--- config.mk ---
export PLATFORM = sky130hd
export DESIGN_NAME = tictactoe_btn_cond
export DESIGN_NICKNAME = d
export VERILOG_FILES = /design/src/rtl/tictactoe_btn_cond.sv
export SDC_FILE = /design/constraint.sdc
export NUM_CORES = 1
export LEC_CHECK = 0
export ABC_AREA = 1
export BUFFER_PORTS_ARGS = -buffer_cell sky130_fd_sc_hd__buf_4
export CAP_MARGIN = 20
export CORE_AREA = 2 2 143 89
export DETAILED_ROUTE_END_ITERATION = 10
export DIE_AREA = 0 0 145 91
export GPL_ROUTABILITY_DRIVEN = 0
export PLACE_DENSITY = 0.76
export SLEW_MARGIN = 30
export SYNTH_ARGS = -nofsm -noshare
export SYNTH_HDL_FRONTEND = slang
export SYNTH_SLANG_ARGS = --single-unit
--- constraint.sdc ---
create_clock -name Clk -period 5.45 [get_ports Clk]
set_clock_uncertainty 0.1 [all_clocks]
set_input_delay 0.545 -clock Clk [delete_from_list [all_inputs] [get_ports Clk]]
set_output_delay 0.545 -clock Clk [all_outputs]
set_load 0.03 [all_outputs]
--- src/rtl/tictactoe_btn_cond.sv ---
// Push-button conditioner for the tic-tac-toe game: synchronizes, debounces and
// edge-detects five buttons, then serializes presses into one-cycle pulses (U > D > L > R > C).
module tictactoe_btn_cond #(
    parameter int DB_CYCLES = 500000,
    parameter int CNT_W     = 20
) (
    input  logic Clk,
    input  logic reset,
    input  logic BtnU_in,
    input  logic BtnD_in,
    input  logic BtnL_in,
    input  logic BtnR_in,
    input  logic BtnC_in,
    output logic BtnU,
    output logic BtnD,
    output logic BtnL,
    output logic BtnR,
    output logic BtnC
);

    localparam int N = 5;
    localparam logic [CNT_W-1:0] CNT_LAST = CNT_W'(DB_CYCLES - 1);

    // Bit order everywhere: [4]=U [3]=D [2]=L [1]=R [0]=C, so a higher index wins arbitration.
    logic [N-1:0]     w_raw;
    logic [N-1:0]     w_rise;
    logic [N-1:0]     w_grant;
    logic [N-1:0]     r_sync1;
    logic [N-1:0]     r_sync2;
    logic [N-1:0]     r_db;
    logic [N-1:0]     r_db_prev;
    logic [N-1:0]     r_pending;
    logic [N-1:0]     r_pulse;
    logic [CNT_W-1:0] r_cnt [N];

    assign w_raw  = {BtnU_in, BtnD_in, BtnL_in, BtnR_in, BtnC_in};
    assign w_rise = r_db & ~r_db_prev;

    // NOTE: sequential state uses non-blocking assignments so every flop samples pre-edge values.
    always_ff @(posedge Clk or posedge reset) begin
        if (reset) begin
            r_sync1   <= '0;
            r_sync2   <= '0;
            r_db      <= '0;
            r_db_prev <= '0;
            for (int i = 0; i < N; i++) r_cnt[i] <= '0;
        end else begin
            r_sync1   <= w_raw;
            r_sync2   <= r_sync1;
            r_db_prev <= r_db;
            for (int i = 0; i < N; i++) begin
                if (r_sync2[i] == r_db[i]) begin
                    r_cnt[i] <= '0;
                end else if (r_cnt[i] == CNT_LAST) begin
                    r_db[i]  <= r_sync2[i];
                    r_cnt[i] <= '0;
                end else begin
                    r_cnt[i] <= r_cnt[i] + 1'b1;
                end
            end
        end
    end

    // NOTE: a default is assigned first so no path through always_comb can infer a latch.
    always_comb begin
        w_grant = '0;
        for (int i = 0; i < N; i++) begin
            if (r_pending[i]) begin
                w_grant    = '0;
                w_grant[i] = 1'b1;
            end
        end
    end

    // A new rise ORed in after the grant clear lets a coinciding set win.
    always_ff @(posedge Clk or posedge reset) begin
        if (reset) begin
            r_pending <= '0;
            r_pulse   <= '0;
        end else begin
            r_pending <= (r_pending & ~w_grant) | w_rise;
            r_pulse   <= w_grant;
        end
    end

    assign BtnU = r_pulse[4];
    assign BtnD = r_pulse[3];
    assign BtnL = r_pulse[2];
    assign BtnR = r_pulse[1];
    assign BtnC = r_pulse[0];

endmodule

==> results of run 1 <==
## layout by cell type, fill, tap and decap left out, drive strengths merged
master    netlist  layout
nand2         190     190
clkbuf          0      22
xnor2          12      12
a21oi           8       8
nor3b          10      10
inv           113     113
o21bai          3       3
o22ai           2       2
dfrtp         130     130
nand4          18      18
buf             7      12
nor2          233     233
ha              5       5
o21ai          19      19
nand3          93      93
and2            2       2
nor3           16      16
clkinvlp        0       3
xor2           32      32
bufinv          0       3
o21a            4       4
nand3b          4       4
clkinv          0       4
## per-layer routing
metal,global-route usage (%),part of all wire (%),vias up
li1,-,-,2890
met1,37.9,52,2673
met2,32.1,39,211
met3,4.92,7.3,15
met4,8.50,0.97,0
met5,0,0,-
## kinds of logic after synthesis
| kind of cell | share of synthesized area, % |
|---|---|
| flip-flops | 46.2 |
| adder cells (fa/ha/maj) | 0.889 |
| AND/OR/NAND/NOR | 37.5 |
| buffers and inverters | 6.77 |
| AO/OA/AOI/OAI | 2.90 |
| XOR/XNOR | 5.69 |
## final cells by class
cell class / instances / area (µm²)
Clock buffer: 22 / 464
Clock inverter: 10 / 133
Fill cell: 1017 / 3950
Inverter: 113 / 429
Multi-Input combinational cell: 651 / 3310
Sequential cell: 130 / 3250
Tap cell: 165 / 206
Timing Repair Buffer: 12 / 90.1
## final timing paths
| check | end | cells after the start |
|---|---|---|
| setup / recovery | r_cnt[5] | 6 |
| setup reg to reg | r_cnt[5] | 6 |
| hold reg to reg | r_sync2[0] | 0 |
| min in group asynchronous | r_cnt[87] | 2 |
| max in group asynchronous | r_cnt[59] | 3 |
| hold / removal | r_sync1[1] | 1 |
## worst max-delay path, stage by stage, from the launching register on
cell and delay [ns]:
dfrtp_1 0.38, ha_1 0.21, nand2_1 0.14, nor2_1 0.17
nand3_1 0.19, nand2_1 0.28, nor2_1 0.08
## state kept, by name, indices dropped and copies added (netlist names)
signal,count
r_pulse,5
r_sync2,5
r_sync1,5
r_db_prev,5
r_cnt,100
r_db,5
r_pending,5
## through the flow
step	power, µW	hold WS, ns	utilization (%)	setup slack (ns)
after floorplan	1050	0.231	-	1.34
after global placement	1060	0.232	61.6	3.48
after detailed placement	1070	0.236	61.6	3.47
after CTS	2210	0.126	66.6	3.78
after global routing	2270	0.124	66.6	3.63
final	2190	0.140	66.6	3.78
## where the power goes
group | total, µW | internal [µW] | switching [µW]
Sequential | 988 | 979 | 9.95
Clock | 1150 | 740 | 407
Combinational | 59.4 | 15.3 | 44.1
==> key figures, run 1 <==
Timing
  • RSZ-0062 raised after global routing: no
  • Fin crit share: between 30% and 40%
  • Final number of setup-violating endpoints: 0
  • Top achievable clock speed: approximately 0.6 GHz
  • Setup TNS: 0 ns
  • Final Hold Vio Count: 0
  • Slew headroom: 51.9%
  • Final min period: 1.67 ns
  • Pins Over Slew Limit: 0
  • Worst-Margin Slew: between 0.7 and 0.8 ns

Place
  • Placed cells: 1,071
  • DP HPWL: roughly 10 mm
  • IO Port Bufs: 11
  • Placement Cell Area: ~7300 µm²

Run
  • Max-Cap Viols: 0

Clock tree
  • Post CTS Setup Buffer Count: 0
  • H-tree depth: 4
  • Clock Sinks: 130
  • Post_cts resized: 0
  • Clock Path Buffers: 2
  • Clk Latency, worst-skew pair: 0.41 ns
  • CTS tree: yes
  • CTS clk-pin slew, worst paths: ~0.060 ns
  • CTS buffer count: 17
  • Root Buffer: clkbuf_16
  • CTS hold repair buffers: 0

Floorplanning
  • Die Y: just over 90 µm
  • Io pins: 12
  • Die area: 13,200 µm²
  • Core Footprint: ~12,000 µm²
  • DIE WIDTH: about 150 µm
  • FP Rows: 31
  • Starting density of the core: between 50% and 60%

Logic synthesis
  • Cell count after synthesis: approximately 900
  • Syn nets: roughly 910
  • Register area share after synthesis: about 46%
  • Post-synth ARST share: between 90% and 100%
  • Number of synthesized register bits: 130
  • Netlist cell types: 32
  • Share of the synthesized area in the top cell type: between 40% and 50%
  • Synth top cells by count: nor2_1 (202), nand2_1 (172), dfrtp_1 (130)
  • Most common cell in the netlist: nor2_1
  • Avg Inst Size Synth: slightly below 8 µm²
  • Top FF cell, synth: dfrtp_1
  • Synth area leader: dfrtp_1
  • Largest cells by area after synthesis: dfrtp_1 (46%), nor2_1 (11%), nand2_1 (9.2%), nand3_1 (6.3%), inv_1 (5.9%)
  • Synthesized area: a little over 7000 µm²
  • Synth warn: 0
  • Number of synthesized flops with an enable pin: 0

Routing
  • Via count: 5,789
  • TritonRoute pass-1 iters: 5
  • Antenna-violating nets left: 0
  • WL final: 14.5 mm
  • Initial DRC count: 515
  • Mean routed wirelength per cell: 13.1 µm
  • Residual DRC: 0
  • Via density per instance: roughly 5.2

Setup path
  • Crit path max fanout: 6
  • Worst r2r src: r_cnt[0]
  • CP arrival: ~1.9 ns
  • Crit path required time: around 5.6 ns
  • Crit path kind: reg -> reg
  • Crit path capture type: flop
  • CP startpoint kind: flop
  • FF-to-FF setup slack: between 3 and 4 ns
  • CP Launch Point: r_cnt[0]

Cells and area
  • Share of post-route cells with drive strength above 1: 12.0%
  • Design area: between 7000 and 8000 µm²
  • ANT cells: 0
  • Final-stage net count: around 940
  • Non-filler cells in the finished layout: 1,103
  • Layout area overhead: 12.0%

Min path
  • Worst hold start: BtnR_in
  • Worst hold path class: in -> reg

GRT
  • Largest net degree at the start of global routing: just over 80
  • GRT Total Usage: a little under a quarter
  • Via count of the first global-routing pass: approximately 5,300
  • Remaining Overflow, GRT: 0
  • Initial antenna violation count: 0
  • Global-route wire length before repair: around 26 mm

Run status
  • Outcome: completed

Power
  • Leakage: around 0.0035 µW
  • VDD IR-drop max: between 200 and 250 µV
  • Power density over the cells: 278 nW/µm²
(Power assumes the default switching activity.)
==> run 2: changes to the inputs <==
- clock period: 5.45 -> 1.58 ns (I/O delays scaled with it)
==> run 2 against run 1 <==
  * Critical path depth stayed put
  * Clock power grew to 3.7 times the previous value
  * Non-clock buffer count is 33 higher
  * Final area is 5.6% higher
  * Die area stayed put
  * Core utilization is 3.7 points higher
  * Critical endpoint is now r_cnt[25]
  * Highest routed layer unchanged
  * Register-to-register slack worse by 3.8 ns
  * Combinational power grew to 4.7 times the previous value
  * Worst setup slack worse by 3.8 ns
  * Cell count is 2.9% higher
  * Maximum frequency is 7.4% higher
  * Sequential cell count stayed put
==> key figures, run 2 (synthesis gave the netlist of run 1 again) <==
Setup path
  • Crit path required time: between 1.5 and 2 ns
  • CP startpoint kind: flop
  • Crit path max fanout: 7
  • Crit path kind: reg -> reg
  • CP arrival: between 1.5 and 2 ns
  • Crit path capture type: flop

Cells and area
  • Final-stage net count: slightly below 1,000
  • Largest Register: r_cnt
  • Most frequent cells in the layout: nor2_1 (197), nand2_1 (165), dfrtp_1 (128), inv_1 (107), nand3_1 (85)
  • Register area: 3260 µm²
  • Final core utilization: 70.4%
  • ANT cells: 0
  • Max reg flops: 100
  • Layout area overhead: 18.3%
  • Most common cell after layout, fill and taps aside: nor2_1
  • FILL cells: 880
  • Multi-input gate area: around 3400 µm²
  • Share of post-route cells with drive strength above 1: between 10% and 20%
  • Design area: around 8300 µm²

Place
  • DP HPWL: between 10 and 15 mm
  • Placement Cell Area: roughly 7500 µm²
  • IO Port Bufs: 11

Power
  • Leakage: 0.00363 µW
  • Final Power: 7910 µW
  • VDD IR-drop max: 711 µV
  • Power density over the cells: ~950 nW/µm²

GRT
  • GRT Total Usage: around 26%
  • Global-route wire length before repair: ~27 mm
  • Initial antenna violation count: 0
  • Via count of the first global-routing pass: 5,603
  • Remaining Overflow, GRT: 0
  • Largest net degree at the start of global routing: 50

Timing
  • RSZ-0062 raised after global routing: yes
  • Top achievable clock speed: around 0.64 GHz
  • Worst-Margin Slew: between 0.4 and 0.5 ns
  • Final min period: between 1.5 and 2 ns
  • Final Hold Vio Count: 0
  • Pins Over Slew Limit: 0
  • Final number of setup-violating endpoints: 0
  • Slew headroom: ~70%
  • Fin crit share: 98.5%

Clock tree
  • CTS buffer count: 17
  • Clock Path Buffers: 2
  • Clk Latency, worst-skew pair: around 0.42 ns
  • CTS tree: yes
  • Root Buffer: clkbuf_16
  • CTS clk-pin slew, worst paths: 0.06 ns
  • H-tree depth: 4
  • Clock Sinks: 130

Floorplanning
  • DIE WIDTH: between 100 and 150 µm
  • FP Rows: 31
  • Core Footprint: between 10,000 and 15,000 µm²
  • Starting density of the core: 59.5%
  • Io pins: 12
  • Die area: 13,200 µm²
  • Die Y: ~90 µm

Routing
  • Residual DRC: 0
  • Via density per instance: 5.28
  • Mean routed wirelength per cell: about 14 µm
  • WL final: between 15 and 20 mm
  • TritonRoute pass-1 iters: 5
  • Via count: ~6,000
  • Initial DRC count: 470
  • Antenna-violating nets left: 0

Run status
  • Outcome: completed

Min path
  • Worst hold path class: in -> async

Run
  • Max-Cap Viols: 0
## run 2: changes by cell type in the layout (fill, tap and decap cells not counted), sizes merged
cell,previous run,this run
dlygate4sd3,0,6
clkbuf,22,19
clkinv,4,3
buf,12,39
bufinv,3,4
clkinvlp,3,5
## run 2: per-layer routing
| metal | share of wire, % | global-route usage (%) | vias to the layer above |
|---|---|---|---|
| met5 | 0 | 0 | - |
| met2 | 42 | 35.7 | 250 |
| met4 | 1.5 | 8.99 | 0 |
| met1 | 48 | 38.7 | 2776 |
| li1 | - | - | 2938 |
| met3 | 8.9 | 5.88 | 29 |
## run 2: area by class of cell
class	instances	area share [%]
sequential	130	39.1
tap	165	2.48
multi-input combinational	651	41.1
timing repair buffer	45	4.54
clock buffer	19	5.44
inverter	113	5.14
clock inverter	12	2.18
## run 2: worst max-delay path, stage by stage, from the launching register on
cell     delay (ns)
dfrtp_1        0.42
ha_4           0.18
nand2_1        0.09
nor2_1         0.21
nand3_2        0.22
nand2_4        0.16
nor2_1         0.06
## run 2: final timing paths
check                           start    endpoint  slack [ns]  cells past startpoint
max in group asynchronous       reset   r_cnt[28]        0.66                      4
min                             reset   r_cnt[98]        0.16                      3
max reg2reg                 r_cnt[21]   r_cnt[25]        0.02                      6
min reg2reg                r_sync1[0]  r_sync2[0]        0.25                      0
min in group Clk           r_sync1[0]  r_sync2[0]        0.25                      0
max                         r_cnt[21]   r_cnt[25]        0.02                      6
## run 2: what timing repair did
item,4_1_cts,5_1_grt
hold endpoints to repair,135,0
resized for setup,2,31
pin swaps,0,7
setup endpoints to repair,7,60
buffers inserted,0,5
hold buffers,6,0
## run 2: per-stage QoR
step	setup TNS (ns)	instances	worst slack (ns)	hold WS [ns]
finish	0	1135	0.0244	0.160
CTS	0	1130	0.0243	0.160
detailed placement	0	1093	0.0145	0.0456
floorplan	-37.34	901	-0.287	0.0894
global route	-0.220	1135	-0.0363	0.177
global placement	0	1093	0.0537	0.0439
## run 2: power breakdown
part	internal (µW)	switching, µW	leakage [µW]
clock	2720	1500	0.000298
combinational	107	175	0.00156
sequential	3370	41.1	0.00178
==> run 3: changes to the inputs <==
- ABC_AREA: 1 -> 0
- CORE_AREA: 2 2 143 89 -> 2 2 133 83
- DIE_AREA: 0 0 145 91 -> 0 0 135 85
==> run 3 against run 2 <==
  * The run now ends with setup timing left
  * Area after synthesis decreased by 14%
  * Critical path depth down 1
  * Wire length grew 48%
  * Global-route usage increased by 12 points
  * Critical endpoint is now r_cnt[33]
  * Clock-buffer cell count increased by 3
  * First-iteration DRC count increased by 140%
  * Final area up 11%
  * Largest power group unchanged
  * Largest cell class unchanged
  * Highest routed layer unchanged
==> key figures, run 3 <==
Routing
  • Antenna-violating nets left: 0
  • Via density per instance: between 6 and 7
  • Mean routed wirelength per cell: between 20 and 25 µm
  • Via count: ~6,500
  • TritonRoute pass-1 iters: 8
  • Residual DRC: 0
  • Initial DRC count: about 1,100
  • WL final: between 20 and 25 mm

Clock tree
  • H-tree depth: 4
  • Root Buffer: clkbuf_16
  • CTS buffer count: 17
  • Clk Latency, worst-skew pair: about 0.43 ns
  • Clock Sinks: 130
  • CTS tree: yes
  • Clock Path Buffers: 2
  • CTS clk-pin slew, worst paths: ~0.070 ns

GRT
  • GRT Total Usage: 37.0%
  • Via count of the first global-routing pass: approximately 6,200
  • Remaining Overflow, GRT: 0
  • Largest net degree at the start of global routing: 35
  • Global-route wire length before repair: approximately 33 mm
  • Initial antenna violation count: 0

Place
  • Placement Cell Area: 7620 µm²
  • IO Port Bufs: 11
  • Setup slack after placement: -0.489 ns
  • DP HPWL: 10.3 mm

Floorplanning
  • Die Y: around 85 µm
  • Die area: 11,500 µm²
  • Starting density of the core: between 50% and 60%
  • Io pins: 12
  • Core Footprint: 10,300 µm²
  • DIE WIDTH: between 100 and 150 µm
  • FP Rows: 29

Logic synthesis
  • Cell count after synthesis: 583
  • Avg Inst Size Synth: roughly 10 µm²
  • Number of synthesized flops with an enable pin: 0
  • Largest cells by area after synthesis: dfrtp_1 (54%), xnor2_1 (8.1%), nor2_1 (5.8%), nand4_1 (3.6%), xor2_1 (3.2%)
  • Most common cell in the netlist: dfrtp_1
  • Syn nets: a little under 600
  • Number of synthesized register bits: 130
  • Register area share after synthesis: a little over half
  • Synth warn: 0
  • Post-synth ARST share: 100%
  • Synthesized area: 6030 µm²
  • Share of the synthesized area in the top cell type: between 50% and 60%
  • Synth area leader: dfrtp_1
  • Top FF cell, synth: dfrtp_1
  • Netlist cell types: 45
  • Synth top cells by count: dfrtp_1 (130), nor2_1 (94), xnor2_1 (56)

Timing
  • Final number of setup-violating endpoints: 98
  • Setup ws final: -0.607 ns
  • Slew headroom: between 50% and 60%
  • Worst hold slack: about 0.25 ns
  • Final Hold Vio Count: 0
  • Top achievable clock speed: approximately 0.46 GHz
  • Pins Over Slew Limit: 0
  • RSZ-0062 raised after global routing: yes
  • Worst-Margin Slew: 0.639 ns
  • Setup TNS: -32.12 ns
  • Final min period: around 2.2 ns
  • Fin crit share: 138%

Cells and area
  • Max reg flops: 100
  • Final core utilization: 89.7%
  • Largest Register: r_cnt
  • Most common cell after layout, fill and taps aside: buf_4
  • Design area: 9250 µm²
  • Multi-input gate area: 3340 µm²
  • Share of post-route cells with drive strength above 1: 44.6%
  • Final-stage net count: between 800 and 900
  • Register area: 3260 µm²
  • Layout area overhead: 53.2%
  • FILL cells: around 360
  • ANT cells: 0
  • Most frequent cells in the layout: buf_4 (179), dfrtp_1 (128), xnor2_1 (54), nor2_1 (40), nand4_1 (35)

Power
  • VDD IR-drop max: a little under 900 µV
  • Leakage: between 0.003 and 0.004 µW
  • Power density over the cells: 859 nW/µm²

Min path
  • Worst hold start: r_sync1[1]
  • Hold Path Depth: 0
  • Worst Hold End: r_sync2[1]
  • Worst hold path class: reg -> reg

Setup path
  • Worst r2r src: r_cnt[30]
  • Crit path required time: around 1.8 ns
  • Worst r2r dst: r_cnt[33]
  • Crit path capture type: flop
  • CP arrival: ~2.4 ns
  • FF-to-FF setup slack: -0.61 ns
  • Reg2Reg Depth: 5
  • Crit path max fanout: 15
  • CP startpoint kind: flop
  • Crit path kind: reg -> reg

Run status
  • Failing checks: setup timing
  • Outcome: finished with violations

Run
  • Max-Cap Viols: 0
[run 3: cell types whose count changed after synthesis, moves of 9 or more]
cell and change:
or3_1 +9, inv_1 -86, nor2_2 -18, nor2_1 -108, xnor2_1 +44, nor2_4 -13, or4_1 +9, nand3_1 -52
nand4_1 +17, nand2_2 -16, nor4_1 +22, nand2_1 -151
[run 3: routing by layer]
metal  wire length [µm]  GRT usage [%]
met3               2790           9.62
met1               8720           46.5
met2              10700           60.0
met5                  0              0
met4               1490           19.0
[run 3: timing repair]
item | 4_1_cts | 5_1_grt
hold buffers | 6 | 0
gates resized for setup | 86 | 81
hold endpoints to repair | 22 | 0
endpoints found under the setup margin | 97 | 98
gates cloned | 3 | 0
pin swaps | 39 | 22
buffers inserted | 32 | 8
[run 3: through the flow]
stage	instances	power, µW
final	956	7940
after global routing	956	8070
after CTS	950	7730
after detailed placement	880	3820
after global placement	880	3800
after floorplan	583	3630
[run 3: how the worst max path moves through the flow]
stage              start        end  slack (ns)
2_1_floorplan  r_cnt[32]    r_db[3]       -0.51
3_3_place_gp   r_cnt[32]    r_db[3]       -0.48
3_5_place_dp   r_cnt[32]    r_db[3]       -0.49
4_1_cts        r_cnt[32]    r_db[3]       -0.52
5_1_grt        r_cnt[32]  r_cnt[33]       -0.61
6_report       r_cnt[30]  r_cnt[33]       -0.61
[run 3: power breakdown]
group,leakage [µW],internal [µW],switching [µW]
combinational,0.00188,226,276
sequential,0.00178,3370,40.7
clock,0.000278,2430,1590
[run 3: worst max-delay path, cell delays in order, from the launching register on]
cell and delay, ns:
dfrtp_1 0.40, or4bb_1 0.49, or4_4 0.60, o21bai_4 0.20
buf_12 0.17, nor2_1 0.09
[run 3: area by class of cell]
class | instances | share of cell area, %
clock inverters | 9 | 1.15
clock buffers | 22 | 5.13
well taps | 139 | 1.88
multi-input cells | 417 | 36.1
flip-flops and latches | 130 | 35.2
inverters | 24 | 1.01
repair buffers | 215 | 19.5
[run 3: cells by family (layout without fill, tap and decap cells)]
family	count (synthesis)	in the layout	share of synthesized area (%)
xor gates and xnor gates	78	78	11.3
adders and majority gates	5	5	1.04
muxes	10	10	1.76
and+or+nand+nor	284	284	25.1
buffers and inverters	36	270	2.45
AOI/OAI and AO/OA	40	40	4.46
DFF	130	130	53.9
